[src/rtl/haar_filter_bank_mc.sv]
// Time-multiplexed multi-channel Haar analysis bank: one shared add/sub engine walks the stage cascade.
// Optional HAAR_ROUND_EN: round half toward +inf before the >>>1 instead of flooring.
module haar_filter_bank_mc #(
  parameter int STAGES         = 4,
  parameter int CHANNELS       = 2,
  parameter int IN_WIDTH       = 16,
  parameter int INTERNAL_WIDTH = 18,
  parameter int OUT_WIDTH      = 16,
  localparam int CHAN_W  = (CHANNELS > 1) ? $clog2(CHANNELS) : 1,
  localparam int LEVEL_W = ($clog2(STAGES + 1) > 1) ? $clog2(STAGES + 1) : 1
) (
  input  logic                        clk,
  input  logic                        rst,
  input  logic                        inValid,
  output logic                        inReady,
  input  logic [CHAN_W-1:0]           inChan,
  input  logic signed [IN_WIDTH-1:0]  dataIn,
  output logic                        outValid,
  output logic [CHAN_W-1:0]           outChan,
  output logic [LEVEL_W-1:0]          outLevel,
  output logic signed [OUT_WIDTH-1:0] dataOut,
  output logic                        overflow
);
  localparam int IW = INTERNAL_WIDTH;
  localparam logic signed [IW:0] OUT_MAX = (IW+1)'((64'sd1 <<< (OUT_WIDTH - 1)) - 64'sd1);
  localparam logic signed [IW:0] OUT_MIN = -OUT_MAX - (IW+1)'(1);
`ifdef HAAR_ROUND_EN
  localparam logic signed [IW+1:0] RND = (IW+2)'(1);
`else
  localparam logic signed [IW+1:0] RND = '0;
`endif

  typedef enum logic [1:0] {IDLE, CALC, EMIT_LOW} state_t;

  state_t                   state_q, state_d;
  logic [CHAN_W-1:0]        ch_q, ch_d;
  logic [LEVEL_W-1:0]       s_q, s_d;
  logic signed [IW-1:0]     opnd_q, opnd_d;
  logic                     phase_q [CHANNELS][STAGES];
  logic signed [IW-1:0]     prev_q  [CHANNELS][STAGES];
  logic                     out_valid_q, out_valid_d;
  logic [CHAN_W-1:0]        out_chan_q, out_chan_d;
  logic [LEVEL_W-1:0]       out_level_q, out_level_d;
  logic signed [OUT_WIDTH-1:0] data_out_q, data_out_d;
  logic                     ovf_q, ovf_d;

  logic                     sel_phase;
  logic signed [IW-1:0]     sel_prev;
  logic signed [IW+1:0]     a_ext, b_ext, sum, diff;
  logic signed [IW-1:0]     low_v, high_v, emit_v;
  logic signed [IW:0]       emit_ext;
  logic signed [OUT_WIDTH-1:0] sat_v;
  logic                     sat_ovf;
  logic                     phase_wr, phase_val, prev_wr;

  always_comb begin
    sel_phase = 1'b0;
    sel_prev  = '0;
    for (int c = 0; c < CHANNELS; c++)
      for (int s = 0; s < STAGES; s++)
        if (ch_q == CHAN_W'(c) && s_q == LEVEL_W'(s)) begin
          sel_phase = phase_q[c][s];
          sel_prev  = prev_q[c][s];
        end
  end

  // Extra headroom bit keeps the rounded difference from wrapping before the halving.
  always_comb begin
    a_ext    = (IW+2)'(sel_prev);
    b_ext    = (IW+2)'(opnd_q);
    sum      = a_ext + b_ext + RND;
    diff     = a_ext - b_ext + RND;
    low_v    = IW'(sum >>> 1);
    high_v   = IW'(diff >>> 1);
    emit_v   = (state_q == EMIT_LOW) ? opnd_q : high_v;
    emit_ext = (IW+1)'(emit_v);
    sat_ovf  = 1'b0;
    if (emit_ext > OUT_MAX) begin
      sat_v   = OUT_WIDTH'(OUT_MAX);
      sat_ovf = 1'b1;
    end else if (emit_ext < OUT_MIN) begin
      sat_v   = OUT_WIDTH'(OUT_MIN);
      sat_ovf = 1'b1;
    end else begin
      sat_v = OUT_WIDTH'(emit_v);
    end
  end

  always_comb begin
    state_d     = state_q;
    ch_d        = ch_q;
    s_d         = s_q;
    opnd_d      = opnd_q;
    phase_wr    = 1'b0;
    phase_val   = 1'b0;
    prev_wr     = 1'b0;
    out_valid_d = 1'b0;
    out_chan_d  = out_chan_q;
    out_level_d = out_level_q;
    data_out_d  = data_out_q;
    ovf_d       = ovf_q;
    inReady     = (state_q == IDLE);
    case (state_q)
      IDLE: begin
        if (inValid && (int'(inChan) < CHANNELS)) begin
          ch_d    = inChan;
          opnd_d  = IW'(dataIn);
          s_d     = '0;
          state_d = CALC;
        end
      end
      CALC: begin
        phase_wr = 1'b1;
        if (!sel_phase) begin
          phase_val = 1'b1;
          prev_wr   = 1'b1;
          state_d   = IDLE;
        end else begin
          out_valid_d = 1'b1;
          out_chan_d  = ch_q;
          out_level_d = LEVEL_W'(STAGES) - s_q;
          data_out_d  = sat_v;
          ovf_d       = ovf_q | sat_ovf;
          opnd_d      = low_v;
          if (s_q == LEVEL_W'(STAGES - 1)) state_d = EMIT_LOW;
          else s_d = s_q + 1'b1;
        end
      end
      EMIT_LOW: begin
        out_valid_d = 1'b1;
        out_chan_d  = ch_q;
        out_level_d = '0;
        data_out_d  = sat_v;
        ovf_d       = ovf_q | sat_ovf;
        state_d     = IDLE;
      end
      default: state_d = IDLE;
    endcase
  end

  always_ff @(posedge clk) begin
    if (rst) begin
      state_q     <= IDLE;
      ch_q        <= '0;
      s_q         <= '0;
      opnd_q      <= '0;
      phase_q     <= '{default: '0};
      out_valid_q <= 1'b0;
      out_chan_q  <= '0;
      out_level_q <= '0;
      data_out_q  <= '0;
      ovf_q       <= 1'b0;
    end else begin
      state_q     <= state_d;
      ch_q        <= ch_d;
      s_q         <= s_d;
      opnd_q      <= opnd_d;
      out_valid_q <= out_valid_d;
      out_chan_q  <= out_chan_d;
      out_level_q <= out_level_d;
      data_out_q  <= data_out_d;
      ovf_q       <= ovf_d;
      if (phase_wr)
        for (int c = 0; c < CHANNELS; c++)
          for (int s = 0; s < STAGES; s++)
            if (ch_q == CHAN_W'(c) && s_q == LEVEL_W'(s)) phase_q[c][s] <= phase_val;
    end
  end

  // Sample storage needs no reset: a cleared phase bit marks it as stale.
  always_ff @(posedge clk) begin
    if (prev_wr)
      for (int c = 0; c < CHANNELS; c++)
        for (int s = 0; s < STAGES; s++)
          if (ch_q == CHAN_W'(c) && s_q == LEVEL_W'(s)) prev_q[c][s] <= opnd_q;
  end

  assign outValid = out_valid_q;
  assign outChan  = out_chan_q;
  assign outLevel = out_level_q;
  assign dataOut  = data_out_q;
  assign overflow = ovf_q;

endmodule

[config.mk]
export PLATFORM = sky130hd
export DESIGN_NAME = haar_filter_bank_mc
export DESIGN_NICKNAME = d
export VERILOG_FILES = /design/src/rtl/haar_filter_bank_mc.sv
export SDC_FILE = /design/constraint.sdc
export NUM_CORES = 1
export LEC_CHECK = 0
export BUFFER_PORTS_ARGS = -buffer_cell sky130_fd_sc_hd__buf_2
export CAP_MARGIN = 20
export CELL_PAD_IN_SITES_DETAIL_PLACEMENT = 2
export CELL_PAD_IN_SITES_GLOBAL_PLACEMENT = 2
export CORE_MARGIN = 4
export CORE_UTILIZATION = 41
export CTS_CLUSTER_SIZE = 30
export DETAILED_ROUTE_END_ITERATION = 12
export GPL_TIMING_DRIVEN = 0
export PLACE_DENSITY_LB_ADDON = 0.08
export REMOVE_ABC_BUFFERS = 1
export SLEW_MARGIN = 20
export SYNTH_ARGS = -nofsm -noshare
export SYNTH_HDL_FRONTEND = slang
export SYNTH_SLANG_ARGS = --single-unit
[constraint.sdc]
create_clock -name clk -period 6 [get_ports clk]
set_input_delay 1.8 -clock clk [delete_from_list [all_inputs] [get_ports clk]]
set_output_delay 1.8 -clock clk [all_outputs]
set_load 0.05 [all_outputs]
==> impl_metrics.ini, run 1 <==
[status]
status = finished clean

[setup_path]
r2r_slack_ns = 0.35
cp_data_arrival_time_ns = 6.02
crit_type = reg -> reg
reg2reg_from = s_q[0]
crit_path_max_fanout = 20
worstSetupStartpointType = flip-flop
worstSetupEndpointType = flip-flop
crit_start = s_q[0]
cp_data_required_time_ns = 6.37

[clocking]
clk_path_buf_depth = 2
cts_tree = built
numCtsBuffers = 17
cts_hold_buf = 0
clk_latency_ns = 0.44
cts_root_buf = clkbuf_16
h-tree-depth = 4
clkTransAtPathRegs_ns = 0.08
cts_sinks = 198

[logic_synthesis]
syn_inst = 981
ys.flop_type = edfxtp_1
synth_area_leader_cell = edfxtp_1
ys_ff_latch = 198
syn_area_per_cell_um2 = 10.5
async_reset_ff_share_pct = 0
synth-warning-count = 0
ys_types = 79
ys_seq_area_share_pct = 52.5
syn-cell-area_um2 = 10300
synth_enable_flop_cells = 144
synth_top_area_share_pct = 42.0
synth_area_leaders = edfxtp_1 42%, dfxtp_1 11%, ha_1 5.2%

[pwr]
vdd_ir_drop_max_uv = 170
power.leakage_nw = 4.16
total_power_mw = 4.04
p_per_area_nw_per_um2 = 348

[drt]
drt_iter0_drc = 511
ant_nets = 0
wl_mm = 32.4
drc = 0
post_drt_wl_per_cell_um = 24.3
firstDrtPassIters = 5
via_per_inst = 5.87
vias = 7823

[grt]
grt_max_degree = 54
grt_pass1_wl_mm = 50.7
grt_usage_pct = 23.2
antenna_found_initial = 0
grt_overflow = 0
grt_pass1_vias = 8314

[place]
routabilityCongestion = 0.782
portBuffers = 42
hpwl_mm = 22.5
pre_cts_ws_ns = -0.698
dp.cells = 1291

[min_path]
min-delay-start = outLevel[1]
hp-class = reg -> reg

[die]
ios = 43
die_w_um = 166
num_rows = 57
start_util_pct = 42.0
die_y_um = 166
core_um2 = 24500
dieArea_um2 = 27700

[timing]
setup_viol = 0
rsz0062_at_grt = false
tightest_slew_ns = 1.06
fmaxAchievable_mhz = 177
min_period_ns = 5.65
hold_violations = 0
slew-limit-headroom_pct = 29.5
skew_ns = 0.0139
final_max_slew_viol_count = 0
timing.final.ws_setup_ns = 0.346
fin_crit_sh_pct = 94.2

[final_layout]
fillCellCount = 2564
fin_nets = 1060
multi_input_area_um2 = 4520
syn2layout_area_growth_pct = 12.7
final_cell_count_no_fill = 1332
drive_above_1_share_pct = 14.9
regArea_um2 = 5410
num_antenna_cells = 0

[run]
maxCapViolCount = 0
==> where the power goes <==
group          switching [mW]  leakage [nW]  internal [mW]
clock network           0.589         0.282          0.559
logic                   0.799          2.11          0.460
registers              0.0876          1.77           1.55
==> cell usage after synthesis, drive strengths merged (14+ instances only) <==
library cell	instances
inv	49
nand3	14
ha	43
a32oi	17
a211oi	52
edfxtp	144
dfxtp	54
nand2	85
clkbuf	48
a31oi	22
buf	18
a21oi	61
o21ai	44
a221oi	18
nor2	126
o211ai	19
==> final timing paths <==
| check | depth (start not counted) | to |
|---|---|---|
| worst max-delay path | 20 | dataOut[10] |
| worst min-delay path | 2 | outLevel[1] |
| worst max register to register | 20 | dataOut[10] |
| worst min register to register | 2 | outLevel[1] |
==> cell usage in the layout (no fill, tap or decap), types with 14 or more instances in the layout <==
| master | Yosys | final |
|---|---|---|
| a32oi_1 | 17 | 17 |
| ha_1 | 43 | 37 |
| a211oi_1 | 41 | 41 |
| nor2_1 | 125 | 119 |
| a221oi_1 | 18 | 18 |
| o211ai_1 | 18 | 18 |
| a21oi_1 | 60 | 59 |
| nand3_1 | 14 | 14 |
| a31oi_1 | 21 | 20 |
| o21ai_0 | 41 | 41 |
| inv_1 | 49 | 49 |
| nand2_1 | 85 | 84 |
| clkbuf_16 | 0 | 17 |
| dfxtp_1 | 54 | 54 |
| edfxtp_1 | 144 | 144 |
| buf_2 | 10 | 41 |
==> kinds of logic after synthesis <==
| group | count (synthesis) | share of synthesized area [%] |
|---|---|---|
| and+or+nand+nor | 299 | 13.3 |
| AOI/OAI and AO/OA | 292 | 20.9 |
| DFF | 198 | 52.5 |
| buffers and inverters | 115 | 4.64 |
| adders and majority gates | 45 | 5.62 |
| xor gates and xnor gates | 21 | 1.79 |
| muxes | 11 | 1.25 |
==> cell type report <==
type | count | area share [%]
well taps | 324 | 3.49
flip-flops and latches | 198 | 46.6
clock inverters | 14 | 1.34
repair buffers | 61 | 4.34
multi-input cells | 668 | 38.9
clock buffers | 18 | 3.70
inverters | 49 | 1.59
==> critical path: stages, from the launching register on <==
cell and delay, ns:
dfxtp_1 0.48, ha_2 0.37, nand2b_4 0.25, nor2_4 0.22
buf_4 0.16, a32oi_1 0.05, a211oi_1 0.29, a221oi_1 0.09
a211oi_1 0.39, a21oi_1 0.15, a21o_1 0.27, fa_1 0.43
nor2b_1 0.18, o31a_1 0.25, o211ai_1 0.26, a211oi_1 0.39
o21ai_0 0.21, a21oi_2 0.32, a31o_2 0.35, o221ai_1 0.22
a211oi_2 0.24
==> routing by layer <==
layer | track usage, % | part of all wire [%]
met1 | 33.1 | 48
met2 | 38.9 | 49
met3 | 2.94 | 2.2
met4 | 3.63 | 0.83
met5 | 0 | 0
==> registers in the layout, summed over array words and instances (netlist names) <==
signal / flops
prev_q: 144
opnd_q: 18
dataOut: 16
phase_q: 8
outLevel: 3
s_q: 3
state_q: 2
ch_q: 1
outChan: 1
outValid: 1
overflow: 1
==> per-stage QoR <==
step	instance area [um^2]	util, %	hold slack [ns]	TNS [ns]
floorplan	10000	-	0.448	0
global placement	10600	43.3	0.440	-42.55
detailed placement	10800	44.2	0.449	-10.63
CTS	11500	46.9	0.467	0
global route	11600	47.3	0.488	0
finish	11600	47.3	0.458	0
==> repair_timing <==
item | in CTS | in global routing
setup endpoints to repair | 24 | 16
buffers inserted | 5 | 4
gates resized for setup | 4 | 9
pin swaps | 1 | 1
No activity file was read; power rests on OpenSTA's default activity.
==> inputs of run 2 (changes only) <==
--- a/config.mk
+++ b/config.mk
@@ -10,7 +10,8 @@
 export CELL_PAD_IN_SITES_DETAIL_PLACEMENT = 2
 export CELL_PAD_IN_SITES_GLOBAL_PLACEMENT = 2
 export CORE_MARGIN = 4
-export CORE_UTILIZATION = 41
+export CORE_UTILIZATION = 43
+export CTS_BUF_LIST = sky130_fd_sc_hd__clkbuf_8
 export CTS_CLUSTER_SIZE = 30
 export DETAILED_ROUTE_END_ITERATION = 12
 export GPL_TIMING_DRIVEN = 0
==> impl_metrics.ini, run 2 (same netlist as run 1, synthesis figures left out) <==
[final_layout]
num_antenna_cells = 0
final_cell_count_no_fill = 1323
syn2layout_area_growth_pct = 10.5
drive_above_1_share_pct = 14.5
largest_register = prev_q
multi_input_area_um2 = 4550
layout_commonest_cell = edfxtp_1
largest_reg_flops = 144
design_area_um2 = 11400
fillCellCount = 2504
fin_nets = 1056
regArea_um2 = 5410
most-common-layout-cells = 144 x edfxtp_1, 119 x nor2_1, 84 x nand2_1

[place]
routabilityCongestion = 0.835
hpwl_mm = 23.4
portBuffers = 42
place_area_um2 = 10800
dp.cells = 1284
pre_cts_ws_ns = -0.965

[grt]
grt_usage_pct = 25.9
antenna_found_initial = 0
grt_pass1_vias = 8678
grt_max_degree = 54
grt_pass1_wl_mm = 52.6
grt_overflow = 0

[setup_path]
cp_data_arrival_time_ns = 6.03
r2r_slack_ns = 0.37
worstSetupEndpointType = flip-flop
cp_data_required_time_ns = 6.40
crit_path_max_fanout = 16
worstSetupStartpointType = flip-flop
crit_type = reg -> reg

[drt]
firstDrtPassIters = 5
via_per_inst = 6.07
drc = 0
wl_mm = 34.5
wl_met1_mm = 15.3
dr_wl_met2_mm = 17.5
post_drt_wl_per_cell_um = 26.1
ant_nets = 0
route.met3.wl_mm = 1.10
vias = 8027
top_layer = met4
drt_iter0_drc = 520

[clocking]
clk_latency_ns = 0.49
numCtsBuffers = 17
h-tree-depth = 4
cts_tree = built
clk_path_buf_depth = 2
cts_sinks = 198
clkTransAtPathRegs_ns = 0.12
cts_root_buf = clkbuf_8

[pwr]
vdd_ir_drop_max_uv = 160
power.leakage_nw = 4.06
p_per_area_nw_per_um2 = 333

[timing]
fmaxAchievable_mhz = 178
min_period_ns = 5.63
timing.final.ws_setup_ns = 0.374
fin_crit_sh_pct = 93.8
hold_violations = 0
tightest_slew_ns = 1.12
final_max_slew_viol_count = 0
rsz0062_at_grt = false
slew-limit-headroom_pct = 25.5
setup_viol = 0
skew_ns = 0.0237

[die]
die_y_um = 163
die_w_um = 163
ios = 43
num_rows = 56
start_util_pct = 43.7
core_um2 = 23500
dieArea_um2 = 26500

[run]
maxCapViolCount = 0

[min_path]
hp-class = reg -> reg

[status]
status = finished clean
[run 2: cell types whose count changed in the layout (fill, tap and decap cells not counted), sizes merged]
cell / before / now
buf: 61 / 55
clkinv: 7 / 8
inv: 55 / 56
nor2b: 10 / 11
clkinvlp: 1 / 0
or3b: 1 / 2
clkbuf: 18 / 17
[run 2: worst max-delay path, cell delays in order, from the launching register on]
cell and delay, ns:
dfxtp_1 0.48, ha_1 0.20, ha_1 0.58, nor2b_4 0.30
buf_12 0.15, buf_12 0.11, a211oi_1 0.05, a221oi_1 0.31
nand2_1 0.09, o211ai_1 0.15, a31oi_1 0.21, ha_1 0.55
a21o_1 0.27, a211oi_1 0.30, and2_1 0.24, a21oi_1 0.13
o311ai_2 0.39, nand2_1 0.15, mux2i_4 0.40, o21ai_0 0.22
a211oi_2 0.26
[run 2: layout make-up]
| type | count | area share (%) |
|---|---|---|
| clock inverters | 15 | 1.59 |
| multi-input cells | 670 | 40.0 |
| inverters | 49 | 1.62 |
| clock buffers | 17 | 2.06 |
| repair buffers | 55 | 3.71 |
| flip-flops and latches | 198 | 47.5 |
| well taps | 319 | 3.51 |
[run 2: repair_timing]
item	4_1_cts	5_1_grt
hold buffers	0	0
cloned	0	2
pin swaps	1	1
hold endpoints to repair	0	0
setup endpoints to repair	27	16
resized for setup	7	8
buffers inserted	2	3
[run 2: final timing paths]
path | cells after the start | from | endpoint
setup / recovery | 20 | s_q[0] | dataOut[7]
hold / removal | 2 | outLevel[1] | outLevel[1]
setup reg to reg | 20 | s_q[0] | dataOut[7]
hold reg to reg | 2 | outLevel[1] | outLevel[1]
[run 2: stage by stage]
step	util, %	hold WS, ns	power (mW)	setup TNS, ns
final	48.3	0.467	3.78	0
after global routing	48.3	0.490	3.98	0
after CTS	47.8	0.473	3.77	0
after detailed placement	45.9	0.454	2.87	-15.71
after global placement	45.1	0.438	2.78	-34.19
after floorplan	-	0.448	2.49	0
[run 2: where the power goes]
part | switching [mW] | total [mW] | internal [mW] | leakage (nW)
Sequential | 0.0912 | 1.64 | 1.55 | 1.77
Combinational | 0.804 | 1.24 | 0.439 | 2.08
Clock | 0.580 | 0.902 | 0.322 | 0.209
[run 2: layer usage]
metal  track usage, %  up-vias
met2             46.2      174
met4             5.68        0
met3             2.61       33
met5                0        -
met1             34.3     4182
li1                 -     3638
==> inputs of run 3 (changes only) <==
--- a/config.mk
+++ b/config.mk
@@ -5,12 +5,13 @@
 export SDC_FILE = /design/constraint.sdc
 export NUM_CORES = 1
 export LEC_CHECK = 0
+export ABC_AREA = 1
 export BUFFER_PORTS_ARGS = -buffer_cell sky130_fd_sc_hd__buf_2
 export CAP_MARGIN = 20
 export CELL_PAD_IN_SITES_DETAIL_PLACEMENT = 2
 export CELL_PAD_IN_SITES_GLOBAL_PLACEMENT = 2
 export CORE_MARGIN = 4
-export CORE_UTILIZATION = 43
+export CORE_UTILIZATION = 41
 export CTS_BUF_LIST = sky130_fd_sc_hd__clkbuf_8
 export CTS_CLUSTER_SIZE = 30
 export DETAILED_ROUTE_END_ITERATION = 12
==> impl_metrics.ini, run 3 <==
[status]
status = finished clean

[grt]
grt_pass1_vias = 8819
grt_pass1_wl_mm = 50.6
antenna_found_initial = 0
grt_overflow = 0
grt_usage_pct = 24.5
grt_max_degree = 41

[clocking]
cts_root_buf = clkbuf_8
clk_path_buf_depth = 2
cts_tree = built
clkTransAtPathRegs_ns = 0.12
post_cts_resized = 0
clk_latency_ns = 0.50
numCtsBuffers = 17
cts_sinks = 198
h-tree-depth = 4
cts_setup_buffers = 0
cts_hold_buf = 0

[logic_synthesis]
synthTopCellsByCount = 205 x nand2_1, 144 x edfxtp_1, 88 x a21oi_1
syn_area_per_cell_um2 = 9.48
synth-simple-area-share_pct = 16.8
syn-cell-area_um2 = 9980
ys_ff_latch = 198
ys_seq_area_share_pct = 54.2
synth-warning-count = 0
synth_xor_area_share_pct = 0.702
ys.flop_type = edfxtp_1
syn_inst = 1053
yosysMostFrequentCell = nand2_1
synth_top_area_share_pct = 43.3
synth_top_family_by_area = simple AND/OR/NAND/NOR gates
synth_area_leader_cell = edfxtp_1
synth_compound_area_share_pct = 16.4
synth_enable_flop_cells = 144
async_reset_ff_share_pct = 0
synth_adder_area_share_pct = 5.79
muxShareOfSynthArea_pct = 0
synth_area_leaders = edfxtp_1 43%, dfxtp_1 11%, nand2_1 7.7%
ys_types = 49

[final_layout]
syn2layout_area_growth_pct = 8.88
drive_above_1_share_pct = 11.8
design_area_um2 = 10900
largest_reg_flops = 144
most-common-layout-cells = 204 x nand2_1, 144 x edfxtp_1, 88 x a21oi_1
fin_nets = 1133
final_cell_count_no_fill = 1400
num_antenna_cells = 0
largest_register = prev_q
fillCellCount = 2654
layout_commonest_cell = nand2_1

[drt]
vias = 7774
via_per_inst = 5.55
drt_iter0_drc = 431
firstDrtPassIters = 6
post_drt_wl_per_cell_um = 22.3
wl_mm = 31.2
ant_nets = 0
drc = 0

[setup_path]
crit_chain = inv_1, ha_1, ha_1, nand2_2, clkinv_1, nand2_1, o2111ai_1, o211ai_1, a31oi_1, ha_1, nand2_1, o21ai_0, a21oi_2, o21ai_2, nand3_1, nand2_1, nand2_1, nand3_1, nand2_1, inv_1, nand2_2, a21oi_4, a21oi_1
cp.depth = 23
worstSetupStartpointType = flip-flop
worstSetupEndpointType = flip-flop
r2r_slack_ns = 0.85
crit_family = compound AO/OA/AOI/OAI gates
critPathMaxStageDelay_ns = 0.56
cpMaxStageDelayCell = clkinv_1
cp_data_arrival_time_ns = 5.51
cp_common_cell = nand2_1
crit_path_max_fanout = 18
crit_type = reg -> reg
r2r_cells = 23
path_buf_inv = 3
cp_data_required_time_ns = 6.36

[die]
ios = 43
dieArea_um2 = 26900
num_rows = 56
start_util_pct = 42.1
core_um2 = 23700
die_y_um = 164
die_w_um = 164

[pwr]
p_per_area_nw_per_um2 = 408
vdd_ir_drop_max_uv = 233
total_power_mw = 4.44
power.leakage_nw = 4.11

[place]
routabilityCongestion = 0.806
dp.cells = 1368
hpwl_mm = 22.9
portBuffers = 42
pre_cts_ws_ns = 0.544
place_area_um2 = 10400

[min_path]
hp-class = reg -> reg
min_path_cells = 2

[timing]
tns_ns = 0
final_max_slew_viol_count = 0
fin_crit_sh_pct = 85.8
fmaxAchievable_mhz = 194
min_period_ns = 5.15
rsz0062_at_grt = false
tightest_slew_ns = 0.886
timing.final.ws_setup_ns = 0.855
slew-limit-headroom_pct = 40.8
setup_viol = 0
skew_ns = 0.0276
hold_violations = 0

[run]
maxCapViolCount = 0
==> run 3: cell families after synthesis <==
logic type | Yosys count
simple gates | 386
compound gates | 274
xor+xnor | 8
buf+inv | 142
fa+ha+maj | 45
flops | 198
==> run 3: per-layer routing <==
metal | wire length, um | track usage, % | vias up
met2 | 16100 | 43.9 | 66
met5 | 0 | 0 | -
met4 | 313 | 5.03 | 0
met1 | 14300 | 32.1 | 3970
met3 | 478 | 2.53 | 27
li1 | - | - | 3711
==> run 3: metrics by stage <==
step                      util, %  hold WS, ns
after floorplan                 -        0.448
after global placement       43.6        0.440
after detailed placement     44.1        0.449
after CTS                    45.9        0.467
after global routing         45.9        0.506
final                        45.9        0.464
==> run 3: layout make-up <==
type / instances / area, um^2 / share of cell area, %
inverters: 90 / 345 / 3.18
clock buffers: 17 / 234 / 2.15
multi-input cells: 713 / 4010 / 36.9
clock inverters: 15 / 184 / 1.69
repair buffers: 48 / 290 / 2.67
well taps: 319 / 399 / 3.67
flip-flops and latches: 198 / 5410 / 49.7
==> run 3: where the power goes <==
group / switching [mW] / leakage, nW / internal, mW
sequential: 0.107 / 1.76 / 1.57
clock: 0.567 / 0.211 / 0.322
combinational: 1.32 / 2.14 / 0.550
total: 1.99 / 4.11 / 2.45
==> run 3: tightest hold or removal path: stages, from the launching register on <==
cell and delay [ns]:
dfxtp_1 0.33, inv_1 0.05, a21oi_1 0.05
==> run 3: worst paths after layout <==
kind         startpoint         end
max              s_q[0]  dataOut[6]
min            overflow    overflow
min reg2reg    overflow    overflow
max reg2reg      s_q[0]  dataOut[6]
